**src/rtl/rvpc_clint_pkg.sv**
```systemverilog
`default_nettype none
// ============================================================================
// Module   : rvpc_clint_pkg
// Brief    : CLINT register offsets, reset values and address decode helper.
// Revision : 1.0
// ============================================================================
package rvpc_clint_pkg;

    localparam logic [15:0] CLINT_MSIP_BASE     = 16'h0000;
    localparam logic [15:0] CLINT_MTIMECMP_BASE = 16'h4000;
    localparam logic [15:0] CLINT_MTIME_LO      = 16'hBFF8;
    localparam logic [15:0] CLINT_MTIME_HI      = 16'hBFFC;
    localparam logic [63:0] MTIMECMP_RST        = 64'hFFFF_FFFF_FFFF_FFFF;

    typedef enum logic [1:0] {
        ACC_NONE     = 2'd0,
        ACC_MSIP     = 2'd1,
        ACC_MTIMECMP = 2'd2,
        ACC_MTIME    = 2'd3
    } clint_region_e;

    typedef struct packed {
        clint_region_e region;
        logic [3:0]    hart;
        logic          hi;
    } clint_decode_t;

    // With at most 16 harts the msip window is 0x00-0x3F and mtimecmp is 0x4000-0x407F.
    function automatic clint_decode_t clint_decode(input logic [15:0] addr, input int n_harts);
        clint_decode_t d;
        d.region = ACC_NONE;
        d.hart   = 4'd0;
        d.hi     = 1'b0;
        if (addr[1:0] == 2'b00) begin
            if (addr[15:6] == CLINT_MSIP_BASE[15:6] && int'({28'd0, addr[5:2]}) < n_harts) begin
                d.region = ACC_MSIP;
                d.hart   = addr[5:2];
            end else if (addr[15:7] == CLINT_MTIMECMP_BASE[15:7] &&
                         int'({28'd0, addr[6:3]}) < n_harts) begin
                d.region = ACC_MTIMECMP;
                d.hart   = addr[6:3];
                d.hi     = addr[2];
            end else if (addr == CLINT_MTIME_LO) begin
                d.region = ACC_MTIME;
            end else if (addr == CLINT_MTIME_HI) begin
                d.region = ACC_MTIME;
                d.hi     = 1'b1;
            end
        end
        return d;
    endfunction

endpackage
`default_nettype wire

```
**src/rtl/rvpc_clint_if.sv**
```systemverilog
`default_nettype none
// ============================================================================
// Module   : rvpc_clint_if
// Brief    : Single-cycle strobe bus between the CPU data path and the CLINT.
// Revision : 1.0
// ============================================================================
interface rvpc_clint_if;
    logic        w_en;
    logic        w_we;
    logic [15:0] w_addr;
    logic [31:0] w_wdata;
    logic [31:0] r_rdata;
    logic        r_rvalid;

    modport master (output w_en, w_we, w_addr, w_wdata, input r_rdata, r_rvalid);
    modport slave  (input w_en, w_we, w_addr, w_wdata, output r_rdata, r_rvalid);
endinterface
`default_nettype wire

```
**src/rtl/rvpc_mtime_counter.sv**
```systemverilog
`default_nettype none
// ============================================================================
// Module   : rvpc_mtime_counter
// Brief    : Prescaled 64-bit mtime counter with half-word software writes.
// Revision : 1.0
// ============================================================================
module rvpc_mtime_counter #(
    parameter int TICK_DIV = 100
) (
    input  logic        CLK,
    input  logic        RST,
    input  logic        enable,
    input  logic        we_lo,
    input  logic        we_hi,
    input  logic [31:0] wdata,
    output logic [63:0] mtime
);

    localparam int            c_presc_w   = (TICK_DIV > 1) ? $clog2(TICK_DIV) : 1;
    localparam logic [c_presc_w-1:0] c_presc_max = c_presc_w'(TICK_DIV - 1);

    logic [c_presc_w-1:0] r_presc;
    logic                 w_tick;

    assign w_tick = enable && (r_presc == c_presc_max);

    always_ff @(posedge CLK) begin
        if (RST) begin
            r_presc <= '0;
            mtime   <= '0;
        end else begin
            if (enable) begin
                r_presc <= w_tick ? '0 : r_presc + c_presc_w'(1);
            end
            // A software write swallows a coincident tick; the prescaler still wraps.
            if (we_lo) begin
                mtime <= {mtime[63:32], wdata};
            end else if (we_hi) begin
                mtime <= {wdata, mtime[31:0]};
            end else if (w_tick) begin
                mtime <= mtime + 64'd1;
            end
        end
    end

endmodule
`default_nettype wire

```
**src/rtl/rvpc_clint.sv**
```systemverilog
`default_nettype none
// ============================================================================
// Module   : rvpc_clint
// Brief    : Core-local interruptor: mtime, per-hart mtimecmp/msip, mtip/msip.
// Revision : 1.0
// ============================================================================
module rvpc_clint
    import rvpc_clint_pkg::*;
#(
    parameter int N_HARTS  = 1,
    parameter int TICK_DIV = 100
) (
    input  logic               CLK,
    input  logic               RST,
    rvpc_clint_if.slave        bus,
    input  logic               w_mtime_en,
    output logic [N_HARTS-1:0] w_mtip,
    output logic [N_HARTS-1:0] w_msip,
    output logic [63:0]        w_mtime
);

    clint_decode_t w_dec;
    logic          w_wr;
    logic          w_rd;
    logic [31:0]   w_rdata_mux;
    logic [63:0]   r_mtimecmp [N_HARTS];

    assign w_dec = clint_decode(bus.w_addr, N_HARTS);
    assign w_wr  = bus.w_en &  bus.w_we;
    assign w_rd  = bus.w_en & ~bus.w_we;

    rvpc_mtime_counter #(
        .TICK_DIV (TICK_DIV)
    ) u_mtime (
        .CLK    (CLK),
        .RST    (RST),
        .enable (w_mtime_en),
        .we_lo  (w_wr && w_dec.region == ACC_MTIME && !w_dec.hi),
        .we_hi  (w_wr && w_dec.region == ACC_MTIME &&  w_dec.hi),
        .wdata  (bus.w_wdata),
        .mtime  (w_mtime)
    );

    // Compare uses the registered operands, so mtip trails any operand change by one edge.
    always_ff @(posedge CLK) begin
        if (RST) begin
            for (int h = 0; h < N_HARTS; h++) begin
                r_mtimecmp[h] <= MTIMECMP_RST;
            end
            w_msip <= '0;
            w_mtip <= '0;
        end else begin
            for (int h = 0; h < N_HARTS; h++) begin
                if (w_wr && w_dec.region == ACC_MTIMECMP && w_dec.hart == 4'(h)) begin
                    if (w_dec.hi) begin
                        r_mtimecmp[h][63:32] <= bus.w_wdata;
                    end else begin
                        r_mtimecmp[h][31:0]  <= bus.w_wdata;
                    end
                end
                if (w_wr && w_dec.region == ACC_MSIP && w_dec.hart == 4'(h)) begin
                    w_msip[h] <= bus.w_wdata[0];
                end
                w_mtip[h] <= (w_mtime >= r_mtimecmp[h]);
            end
        end
    end

    always_comb begin
        w_rdata_mux = '0;
        case (w_dec.region)
            ACC_MSIP: begin
                for (int h = 0; h < N_HARTS; h++) begin
                    if (w_dec.hart == 4'(h)) begin
                        w_rdata_mux = {31'd0, w_msip[h]};
                    end
                end
            end
            ACC_MTIMECMP: begin
                for (int h = 0; h < N_HARTS; h++) begin
                    if (w_dec.hart == 4'(h)) begin
                        w_rdata_mux = w_dec.hi ? r_mtimecmp[h][63:32] : r_mtimecmp[h][31:0];
                    end
                end
            end
            ACC_MTIME: w_rdata_mux = w_dec.hi ? w_mtime[63:32] : w_mtime[31:0];
            default:   w_rdata_mux = '0;
        endcase
    end

    always_ff @(posedge CLK) begin
        if (RST) begin
            bus.r_rdata  <= '0;
            bus.r_rvalid <= 1'b0;
        end else begin
            bus.r_rvalid <= w_rd;
            if (w_rd) begin
                bus.r_rdata <= w_rdata_mux;
            end
        end
    end

endmodule
`default_nettype wire

```
**src/flat_wrapper.sv**
```systemverilog
// flat-port wrapper written by rule: the top's interface ports become plain ports
module rvpc_clint_flat import rvpc_clint_pkg::*;
#(
    parameter int N_HARTS  = 1,
    parameter int TICK_DIV = 100
)
  (CLK, RST, w_mtime_en, w_mtip, w_msip, w_mtime, bus_w_en, bus_w_we, bus_w_addr, bus_w_wdata, bus_r_rdata, bus_r_rvalid);
  rvpc_clint_if bus_i ();
  input  logic CLK;
  input  logic RST;
  input  logic w_mtime_en;
  output logic [N_HARTS-1:0] w_mtip;
  output logic [N_HARTS-1:0] w_msip;
  output logic [63:0] w_mtime;
  input wire logic [$bits(bus_i.w_en)-1:0] bus_w_en;
  input wire logic [$bits(bus_i.w_we)-1:0] bus_w_we;
  input wire logic [$bits(bus_i.w_addr)-1:0] bus_w_addr;
  input wire logic [$bits(bus_i.w_wdata)-1:0] bus_w_wdata;
  output wire logic [$bits(bus_i.r_rdata)-1:0] bus_r_rdata;
  output wire logic [$bits(bus_i.r_rvalid)-1:0] bus_r_rvalid;
  assign bus_i.w_en = bus_w_en;
  assign bus_i.w_we = bus_w_we;
  assign bus_i.w_addr = bus_w_addr;
  assign bus_i.w_wdata = bus_w_wdata;
  assign bus_r_rdata = bus_i.r_rdata;
  assign bus_r_rvalid = bus_i.r_rvalid;
  rvpc_clint #(.N_HARTS(N_HARTS), .TICK_DIV(TICK_DIV)) u_core (.CLK(CLK), .RST(RST), .bus(bus_i), .w_mtime_en(w_mtime_en), .w_mtip(w_mtip), .w_msip(w_msip), .w_mtime(w_mtime));
endmodule
```
**config.mk**
```make
export PLATFORM = sky130hd
export DESIGN_NAME = rvpc_clint_flat
export DESIGN_NICKNAME = d
export VERILOG_FILES = /design/src/rtl/rvpc_clint_pkg.sv /design/src/rtl/rvpc_clint_if.sv /design/src/rtl/rvpc_mtime_counter.sv /design/src/rtl/rvpc_clint.sv /design/src/flat_wrapper.sv
export SDC_FILE = /design/constraint.sdc
export NUM_CORES = 1
export LEC_CHECK = 0
export CAP_MARGIN = 15
export CORE_MARGIN = 1.5
export CORE_UTILIZATION = 50
export DETAILED_ROUTE_END_ITERATION = 10
export HOLD_SLACK_MARGIN = 0.03
export PLACE_DENSITY = 0.75
export SYNTH_ARGS = -nofsm -noshare
export SYNTH_HDL_FRONTEND = slang
export SYNTH_SLANG_ARGS = --single-unit
```
**constraint.sdc**
```tcl
create_clock -name CLK -period 4.9 [get_ports CLK]
set_input_delay 0.98 -clock CLK [delete_from_list [all_inputs] [get_ports CLK]]
set_output_delay 0.98 -clock CLK [all_outputs]
set_load 0.02 [all_outputs]
```
==> summary.md <==
| Metric | Value |
|---|---|
| Syn. warnings | 0 |
| Register area | 4044 um^2 |
| Leakage power | 4.972 nW |
| Total gr overflow | 0 |
| Most used DFF post-synth | dfxtp_1 |
| Commonest non-fill, non-tap cell in the layout | nand2_1 |
| H-Tree Depth | 4 |
| Remaining DRCs | 0 |
| Net count, final | 1,529 |
| Starting DRT DRC Count | 1,169 |
| Worst Path Required | 5.25 ns |
| Core footprint | 21,020 um^2 |
| CP Capture Type | flop |
| Vias/cell | 6.133 |
| Worst-Margin Slew | 1.076 ns |
| Mapped Nets | 1,407 |
| Hold_sp | u_core.bus.r_rdata[9] |
| CTS hold repair buffers | 0 |
| Max VDD drop | 205.1 uV |
| Area of the multi-input gates | 6172 um^2 |
| Placer Congestion | 0.9062 |
| Pin count of the biggest net entering global routing | 83 |
| Final setup fails | 0 |
| Max-Cap Viols | 0 |
| Crit path from | bus_w_addr[3] |
| Via count | 10,410 |
| Final hold vios | 0 |
| Most Used Layer, Global Route | met2 |
| Final period util | 0.7186 |
| RSZ-0062 raised after global routing | false |
| Initial antenna violation count | 0 |
| FMAX | 284.0 MHz |
| Fin area | 13,150 um^2 |
| Place WS | 1.038 ns |
| Die Height | 149.5 um |
| Die W | 149.5 um |
| Tmin final | 3.521 ns |
| Syn avg cell area | 8.336 um^2 |
| Post-cts sizing count | 0 |
| Setup TNS | 0 ns |
| Post-synth ARST share | 0 |
| Most frequent cells in the layout | 198 x nand2_1, 149 x clkdlybuf4s50_1, 120 x nor2_1, 106 x dfxtp_1, 83 x a21oi_1 |
| Met2 Usage GRT | 0.5046 |
| Mapped cell area | 10,740 um^2 |
| Worst Path Max Fanout | 15 |
| Clock sink count | 170 |
| CTS tree | done |
| Status | finished, final reports clean |
| Worst clock skew | 0.009625 ns |
| Pins Over Slew Limit | 0 |
| Pwr Density | 252.7 nW/um^2 |
| Hpwl dp | 24.72 mm |
| Routed wire length | 34.69 mm |
| Finished Layout Cells | 1,698 |
| Startpoint class of the critical path | input pin |
| Distinct cells, synth | 78 |
| Drt wl/cell | 20.43 um |
| Synth top area cells | dfxtp_1 20%, edfxtp_1 18%, ha_1 7.7% |
| Critical Path AT | 3.88 ns |
| Global-route wire length before repair | 54.35 mm |
| Routing usage on met1 | 0.4244 |
| Seq/Total Area, Yosys | 0.3766 |
| IO Port Bufs | 151 |
| Top cell type's share of synthesized area | 0.1976 |
| Max Root-Sink Buffers | 2 |
| Full die area | 22,360 um^2 |
| Site Rows | 53 |
| Share of cells above drive strength 1 | 0.07590 |
| Total track usage | 0.3155 |
| Worst R2R Start | u_core.u_mtime.mtime[1] |
| Cells after Synth | 1,288 |
| Post-synth EDFFs | 64 |
| Worst rel slew slack | 0.2801 |
| Setup bufs post-CTS | 0 |
| Routed Antenna Nets | 0 |
| Reg clk slew, reported paths | 0.07 ns |
| Vias in the first global route | 9,874 |
| Met3 Usage GRT | 0.06738 |
| Number of CTS-inserted buffers | 17 |
| Layout fillers | 1,808 |
| Antenna diodes | 0 |
| Setup ws final | 1.379 ns |
| Area delta synth->final | 22.50% |
| TritonRoute pass-1 iters | 5 |
| Root Buffer | clkbuf_16 |
| Area after DPL | 12,510 um^2 |
| Final hold slack | 0.4961 ns |
| Hold Path Class | reg2reg |
| Synth area leader | dfxtp_1 |
| Starting Density | 0.5107 |
| CP Class | in2reg |
| Ports | 152 |
| Synth Register Bits | 170 |
| Worst-Skew Late Latency | 0.44 ns |
| Placed cell count | 1,666 |
[registers in the layout (all words and copies together) (netlist names)]
signal / count
u_core.r_mtimecmp: 64
u_core.bus.r_rvalid: 1
u_core.u_mtime.mtime: 64
u_core.bus.r_rdata: 32
u_core.u_mtime.r_presc: 7
u_core.w_mtip: 1
u_core.w_msip: 1
[through the flow]
step                      utilization  power (mW)
after floorplan                     -       1.711
after CTS                      0.6257       3.331
after global placement         0.5951       1.842
final                          0.6257       3.323
after detailed placement       0.5951       1.850
after global routing           0.6257       3.417
[metal layers]
layer	part of all wire	vias to the layer above
met2	0.46	439
met1	0.43	4961
met4	0.025	0
met5	0	-
met3	0.078	58
li1	-	4956
[cell usage after synthesis, types with 4 or more instances]
cell type / number
a21o_1: 5
o221ai_1: 4
nor4_1: 24
mux2_2: 27
a22oi_1: 6
inv_1: 80
dfxtp_1: 106
or2_2: 5
a211oi_1: 51
nand3_1: 50
and2_1: 9
buf_2: 11
nand2_1: 198
nor2_1: 121
xor2_1: 6
or3_1: 12
mux2i_1: 38
and4_1: 13
o21ai_0: 45
a31oi_1: 16
a2bb2oi_1: 6
clkbuf_1: 52
or4_1: 4
and3_1: 19
nand4_1: 36
a21oi_1: 83
a22o_1: 4
nor3_1: 38
o211ai_1: 12
o21a_1: 4
o31ai_1: 4
edfxtp_1: 64
ha_1: 66
xnor2_1: 7
[area by class of cell]
cell class / instances / area share
clock buffers: 19 / 0.03368
clock inverters: 13 / 0.01513
inverters: 81 / 0.02312
multi-input cells: 970 / 0.4693
flip-flops and latches: 170 / 0.3075
well taps: 275 / 0.02616
repair buffers: 170 / 0.1252
[logic make-up after synthesis]
kind of cell | Yosys count | share of synthesized area
fa+ha+maj | 66 | 0.07691
simple gates | 557 | 0.2544
buf+inv | 148 | 0.05407
mux | 65 | 0.06374
flops | 170 | 0.3766
xor+xnor | 13 | 0.01060
compound gates | 269 | 0.1636
[critical path: stages]
cell,delay [ns]
clkdlybuf4s50_1,0.51
or3b_2,0.46
nor4_1,0.51
a21o_1,0.69
nor4_1,0.23
mux2_2,0.32
nor3_1,0.15
[power by group]
part / switching, mW / total (mW) / internal [mW]
registers: 0.0238 / 1.53 / 1.51
clock network: 0.585 / 1.50 / 0.916
logic: 0.170 / 0.292 / 0.122
total: 0.779 / 3.32 / 2.54
[worst paths after layout]
check / slack (ns) / depth (start not counted) / end
worst min register to register: 0.50 / 2 / u_core.bus.r_rdata[9]
worst min-delay path: 0.50 / 2 / u_core.bus.r_rdata[9]
worst max-delay path: 1.38 / 7 / u_core.u_mtime.mtime[17]
worst max register to register: 1.98 / 7 / u_core.u_mtime.mtime[38]
No activity file was read; power rests on OpenSTA's default activity.
==> RTL change 1, RTL diff (same settings) <==
Reset style: asynchronous (`RST`), changed in 3 clocked blocks.
--- a/src/rtl/rvpc_mtime_counter.sv
+++ b/src/rtl/rvpc_mtime_counter.sv
@@ -26,3 +26,3 @@
 
-    always_ff @(posedge CLK) begin
+    always_ff @(posedge CLK or posedge RST) begin
         if (RST) begin
--- a/src/rtl/rvpc_clint.sv
+++ b/src/rtl/rvpc_clint.sv
@@ -44,3 +44,3 @@
     // Compare uses the registered operands, so mtip trails any operand change by one edge.
-    always_ff @(posedge CLK) begin
+    always_ff @(posedge CLK or posedge RST) begin
         if (RST) begin
@@ -90,3 +90,3 @@
 
-    always_ff @(posedge CLK) begin
+    always_ff @(posedge CLK or posedge RST) begin
         if (RST) begin
Formal check against the unedited RTL: differs if RST is asserted again (counterexample within 4 cycles, from zero or initial values and one cycle with RST high); with RST held inactive, the same outputs for 4 cycles.
==> RTL change 1 against the original RTL <==
  * Worst setup slack got worse by 260 ps
  * Die area fell by 2.1%
  * Power fell by 7.5%
  * Critical path type unchanged
  * Sequential cell count did not move
  * Wire length fell by 5.0%
  * Synthesized cell count fell by 12%
  * Cell area fell by 1.8%
  * Synthesized area fell by 2.1%
  * Maximum frequency fell by 6.8%
  * Sequential power fell by 5%
==> RTL change 1: results (changes against the original RTL) <==
The post-CTS setup-driven buffer insertion count was 0 (unchanged). The tools report the met2 demand-to-capacity share in global routing as 49.1% (-1.4 points). The flow ran to the end, and the final reports show no timing, DRC or antenna violations. The share of synthesized area occupied by flip-flops and latches was 41.2% (+3.6 points); the number of resized instances in the post-cts repair step was 0 (unchanged). Worst clock skew: 9.71 ps (+0.0865 ps).

The max-slew violation count is 0 (unchanged). Pin count of the biggest net entering global routing: 148 (+78%). The tools report the worst max-slew margin expressed relative to the limit as 25.5% (-2.5 points). The met1 track demand over resource came out at 41.3% (-1.1 points).

The tools report the amount of wire on met2 after detailed routing as 15500 um (-3.6%). The run gives 4090 ps (+210 ps) as the arrival time of data at the critical path endpoint. The mean number of vias per cell came out at 6.17 (+0.65%). Number of warnings reported in the yosys synthesis log: 0 (unchanged). The async set or reset register ratio after synthesis is 100% (+100 points), and the worst IR drop on VDD is 0.218 mV (+6.1%). Maximum number of buffers from clock root to sink: 2 (unchanged). Global-route usage over all layers: 30.4% (-1.1 points). The detailed router's first-iteration violation count is 966 (-17%).

The first-pass GRT wire length is 51500 um (-5.3%). The leakage component of the power came out at 5.79 nW (+17%). The port buffer count is 151 (unchanged).

The commonest cells after synthesis are 113 x sky130_fd_sc_hd__nand2_1, 106 x sky130_fd_sc_hd__dfrtp_1, 104 x sky130_fd_sc_hd__o21ai_0, 77 x sky130_fd_sc_hd__inv_1, 66 x sky130_fd_sc_hd__ha_1. The average wire per standard cell is 21.3 um (+4.4%), and the met3 demand-to-capacity share in global routing is 4.85% (-1.9 points). The total routed wire length on the met1 layer was 14100 um (-6.6%); the number of clock buffers inserted by TritonCTS was 17 (unchanged). The number of nets in the finished design was 1383 (-9.5%); the fraction of layout instances using a drive strength above 1 was 12.8% (+5.2 points). The number of antenna diodes is 0 (unchanged), and the final estimated routing congestion in global placement is 0.944 (+4.2%). The via count of the first global-routing pass is 9212 (-6.7%). The setup violation total in the final timing report was 0 (unchanged).

The count of cell types in the netlist was 64 (-18%); the wire length on met3 was 2320 um (-14%). The design internal power came out at 2.36 mW (-7.3%). Signal routing reaches up to met4. The clock-pin slew reported for the worst setup and hold paths after clock tree synthesis is 70 ps (about the same).

By area the synthesized netlist is led by sky130_fd_sc_hd__dfrtp_1 25%, sky130_fd_sc_hd__dfstp_2 16%, sky130_fd_sc_hd__ha_1 7.9%, sky130_fd_sc_hd__mux2i_1 6.2%, sky130_fd_sc_hd__o21ai_0 5.0%. For the clock latency of the later-clocked register in the worst-skew pair, the log shows 430 ps. The worst hold path belongs to the class flip-flop to flip-flop. The largest registers in the layout are u_core.r_mtimecmp: 64 flops, u_core.u_mtime.mtime: 64 flops, u_core.bus.r_rdata: 32 flops.

The number of antenna violations at the first check in global routing was 0 (unchanged). The clock tree root driver cell was sky130_fd_sc_hd__clkbuf_16. The highest fanout seen on the critical path was 23 (+8). The number of levels the H-tree was split into is 4 (unchanged), and the detailed-placement wirelength estimate is 23200 um (-6.2%).

The post-synthesis net count is 1252 (-11%). The number of search-and-repair iterations in the first detailed-routing pass is 8 (+3).
==> RTL change 1: cell count changes after synthesis, moves of 48 or more <==
cell	before	now
sky130_fd_sc_hd__dfrtp_1	0	106
sky130_fd_sc_hd__dfxtp_1	106	0
sky130_fd_sc_hd__nor2_1	121	34
sky130_fd_sc_hd__nand2_1	198	113
sky130_fd_sc_hd__dfstp_2	0	64
sky130_fd_sc_hd__edfxtp_1	64	0
sky130_fd_sc_hd__o21ai_0	45	104
sky130_fd_sc_hd__a211oi_1	51	3
==> RTL change 1: area by class of cell <==
type,count,area [um^2]
Clock buffer,20,437
Clock inverter,11,171
Fill cell,1717,7520
Inverter,77,293
Multi-Input combinational cell,829,5680
Sequential cell,170,4330
Tap cell,270,338
Timing Repair Buffer,169,1650
==> RTL change 1: power groups by stage <==
stage | clock [mW] | sequential, mW | combinational (mW)
after floorplan | 0 | 1.47 | 0.0930
after global placement | 0 | 1.48 | 0.181
after detailed placement | 0 | 1.48 | 0.184
after CTS | 1.44 | 1.45 | 0.184
after global routing | 1.50 | 1.46 | 0.200
final | 1.44 | 1.45 | 0.183
==> RTL change 1: worst paths after layout <==
kind                                           start                        to  slack (ps)  cells after the start
max                                       w_mtime_en   u_core.u_mtime.mtime[3]        1120                      7
min                            u_core.bus.r_rdata[0]     u_core.bus.r_rdata[0]         490                      2
max in group asynchronous                        RST  u_core.u_mtime.mtime[63]        2710                      3
min reg2reg                    u_core.bus.r_rdata[0]     u_core.bus.r_rdata[0]         490                      2
max reg2reg                u_core.u_mtime.r_presc[0]   u_core.u_mtime.mtime[3]        1720                      7
min in group asynchronous                        RST    u_core.bus.r_rdata[22]         950                      2
==> RTL change 1: logic make-up (layout without fill, tap and decap cells) <==
| group | count (synthesis) | in the layout | synth area share [%] |
|---|---|---|---|
| AND/OR/NAND/NOR | 374 | 374 | 18.9 |
| adder cells (fa/ha/maj) | 66 | 66 | 7.86 |
| XOR/XNOR | 35 | 35 | 2.92 |
| AO/OA/AOI/OAI | 255 | 255 | 14.3 |
| flip-flops | 170 | 170 | 41.2 |
| buffers and inverters | 134 | 277 | 4.87 |
| multiplexers | 99 | 99 | 9.83 |
==> RTL change 1: critical path, cell delays in order <==
cell	delay, ps
sky130_fd_sc_hd__clkdlybuf4s50_1	610
sky130_fd_sc_hd__nand3_1	170
sky130_fd_sc_hd__nand4bb_1	370
sky130_fd_sc_hd__a21oi_2	900
sky130_fd_sc_hd__nor2_1	460
sky130_fd_sc_hd__a21o_1	280
sky130_fd_sc_hd__a221o_1	310
==> RTL change 1: through the flow <==
stage	instance area [um^2]	instances	setup WS (ps)
floorplan	10500	1133	1800
global placement	12300	1515	926
detailed placement	12300	1515	800
CTS	12900	1546	1220
global route	12900	1546	971
finish	12900	1546	1120
==> RTL change 2, RTL diff (same flow settings) <==
Without the edit above. `N_HARTS` is set to 1 in 2 places; all go to 2.
--- a/src/rtl/rvpc_clint.sv
+++ b/src/rtl/rvpc_clint.sv
@@ -9,3 +9,3 @@
 #(
-    parameter int N_HARTS  = 1,
+    parameter int N_HARTS  = 2,
     parameter int TICK_DIV = 100
--- a/src/flat_wrapper.sv
+++ b/src/flat_wrapper.sv
@@ -3,3 +3,3 @@
 #(
-    parameter int N_HARTS  = 1,
+    parameter int N_HARTS  = 2,
     parameter int TICK_DIV = 100
Interface: changed (resized w_msip and w_mtip); port bits go from 152 to 154. No check against the original RTL was run, so the function may have changed too.
==> RTL change 2 against the original RTL <==
  * Sequential cell count grew 66
  * Cell area grew 35%
  * Hold slack lost 1.6 ps
  * Clock power grew 33%
  * Wire length grew 34%
  * Worst setup slack lost 220 ps
  * Power grew 34%
  * Sequential power grew 41%
  * Synthesized area grew 38%
  * Largest cell class unchanged
==> RTL change 2: results (changes against the original RTL) <==
The run gives 32800 um (+33%) as the detailed-placement wirelength estimate. The tools report the met1 track demand over resource as 41.6% (-0.86 points). The fraction of layout instances using a drive strength above 1 was 5.20% (-2.4 points); the count of cell types in the netlist was 65 (-17%). The worst clock skew came out at 8.80 ps (-0.826 ps). The number of levels the H-tree was split into is 1 (-3). The cell with the largest stage delay on the worst path is sky130_fd_sc_hd__or4b_2.

The run gives 40.5% (+2.8 points) as the share of synthesized area occupied by flip-flops and latches. For the detailed router's first-iteration violation count, the log shows 1476 (+26%). Prevailing post-synth register cell: sky130_fd_sc_hd__edfxtp_1. The global-route usage over all layers is 29.8% (-1.7 points), and the port buffer count is 153 (+1.3%). The highest fanout seen on the critical path is 17 (+2), and the worst IR drop on VDD is 0.216 mV (+5.3%). The total routed wire length on the met1 layer came out at 19800 um (+32%). The peak per-stage delay on the critical path is 780 ps (+90 ps), and the met3 demand-to-capacity share in global routing is 3.66% (-3.1 points). In the final layout, the registers with the most flip-flops are u_core.r_mtimecmp: 128 flops, u_core.u_mtime.mtime: 64 flops, u_core.bus.r_rdata: 32 flops. The first-pass GRT wire length is 72100 um (+33%).

For the clock latency of the later-clocked register in the worst-skew pair, the log shows 530 ps (+90 ps). The run gives 0.892 (-1.6%) as the final estimated routing congestion in global placement. The tools report the number of clock buffers inserted by TritonCTS as 27 (+10). Kind of cell with the highest combined delay on the critical path: simple AND/OR/NAND/NOR gates. Counting instances in the post-synthesis netlist gives the leading cell types as 167 x sky130_fd_sc_hd__nand2_1, 146 x sky130_fd_sc_hd__nor2_1, 138 x sky130_fd_sc_hd__inv_1, 130 x sky130_fd_sc_hd__ha_1, 128 x sky130_fd_sc_hd__edfxtp_1. The run gives 3 (+1) as the maximum number of buffers from clock root to sink.

The wire length on met3 was 4110 um (+52%); the total placed instance area was 16900 um^2 (+35%). The pin count of the biggest net entering global routing was 94 (+13%); the count of flip-flops with a built-in enable after synthesis was 128 (+100%). The post-synthesis net count came out at 1827 (+30%). The logs give 1951 (+28%) for the number of nets in the finished design and 48.5% (-2.0 points) for the met2 demand-to-capacity share in global routing. Yosys attributes the largest share of cell area to sky130_fd_sc_hd__edfxtp_1 26%, sky130_fd_sc_hd__dfxtp_1 15%, sky130_fd_sc_hd__ha_1 11%, sky130_fd_sc_hd__mux2i_1 4.5%, sky130_fd_sc_hd__nand2_1 4.2%. The number of search-and-repair iterations in the first detailed-routing pass was 5 (unchanged). The leakage component of the power is 6.58 nW (+32%), and the worst max-slew margin expressed relative to the limit is 31.9% (+3.9 points). The run gives 12800 (+30%) as the via count of the first global-routing pass. The run finished with clean final reports. The tools report the amount of wire on met2 after detailed routing as 21500 um (+34%). Arrival time of data at the critical path endpoint: 4020 ps (+140 ps). The post-detailed-routing wire length is 46600 um (+34%), and the mean number of vias per cell is 6.30 (+2.7%).

The tools report the clock tree root driver cell as sky130_fd_sc_hd__clkbuf_16.
==> RTL change 2: cells by family after synthesis <==
| logic type | synth area share, % |
|---|---|
| xor+xnor | 2.07 |
| compound gates | 17.6 |
| mux | 4.83 |
| buf+inv | 5.81 |
| flops | 40.5 |
| simple gates | 18.3 |
| fa+ha+maj | 11.0 |
==> RTL change 2: final timing paths <==
path	slack, ps	start	endpoint	depth (start not counted)
min	490	u_core.bus.r_rdata[28]	u_core.bus.r_rdata[28]	2
min reg2reg	490	u_core.bus.r_rdata[28]	u_core.bus.r_rdata[28]	2
max reg2reg	1390	u_core.u_mtime.mtime[1]	u_core.u_mtime.mtime[62]	7
max	1160	bus_w_addr[14]	u_core.r_mtimecmp[0][27]	7
==> RTL change 2: per-stage QoR <==
stage          power (mW)  hold WS, ps  worst slack [ps]  instances
6_report             4.44          495              1160       2172
5_1_grt              4.56          508              1080       2172
4_1_cts              4.45          494              1200       2172
3_5_place_dp         2.49          486               659       2123
3_3_place_gp         2.48          476               726       2123
2_1_floorplan        2.34          485               356       1644
==> RTL change 2: power by group <==
| part | switching (mW) | total (mW) | internal, mW |
|---|---|---|---|
| sequential | 0.0252 | 2.16 | 2.14 |
| combinational | 0.183 | 0.289 | 0.106 |
| clock | 0.810 | 1.99 | 1.18 |
| total | 1.02 | 4.44 | 3.42 |
==> RTL change 2: area by class of cell <==
| cell class | instances | area, um^2 |
|---|---|---|
| Clock buffer | 37 | 754 |
| Timing Repair Buffer | 183 | 1830 |
| Multi-Input combinational cell | 1182 | 8050 |
| Fill cell | 2400 | 11200 |
| Sequential cell | 236 | 6010 |
| Clock inverter | 12 | 110 |
| Tap cell | 384 | 480 |
| Inverter | 138 | 518 |
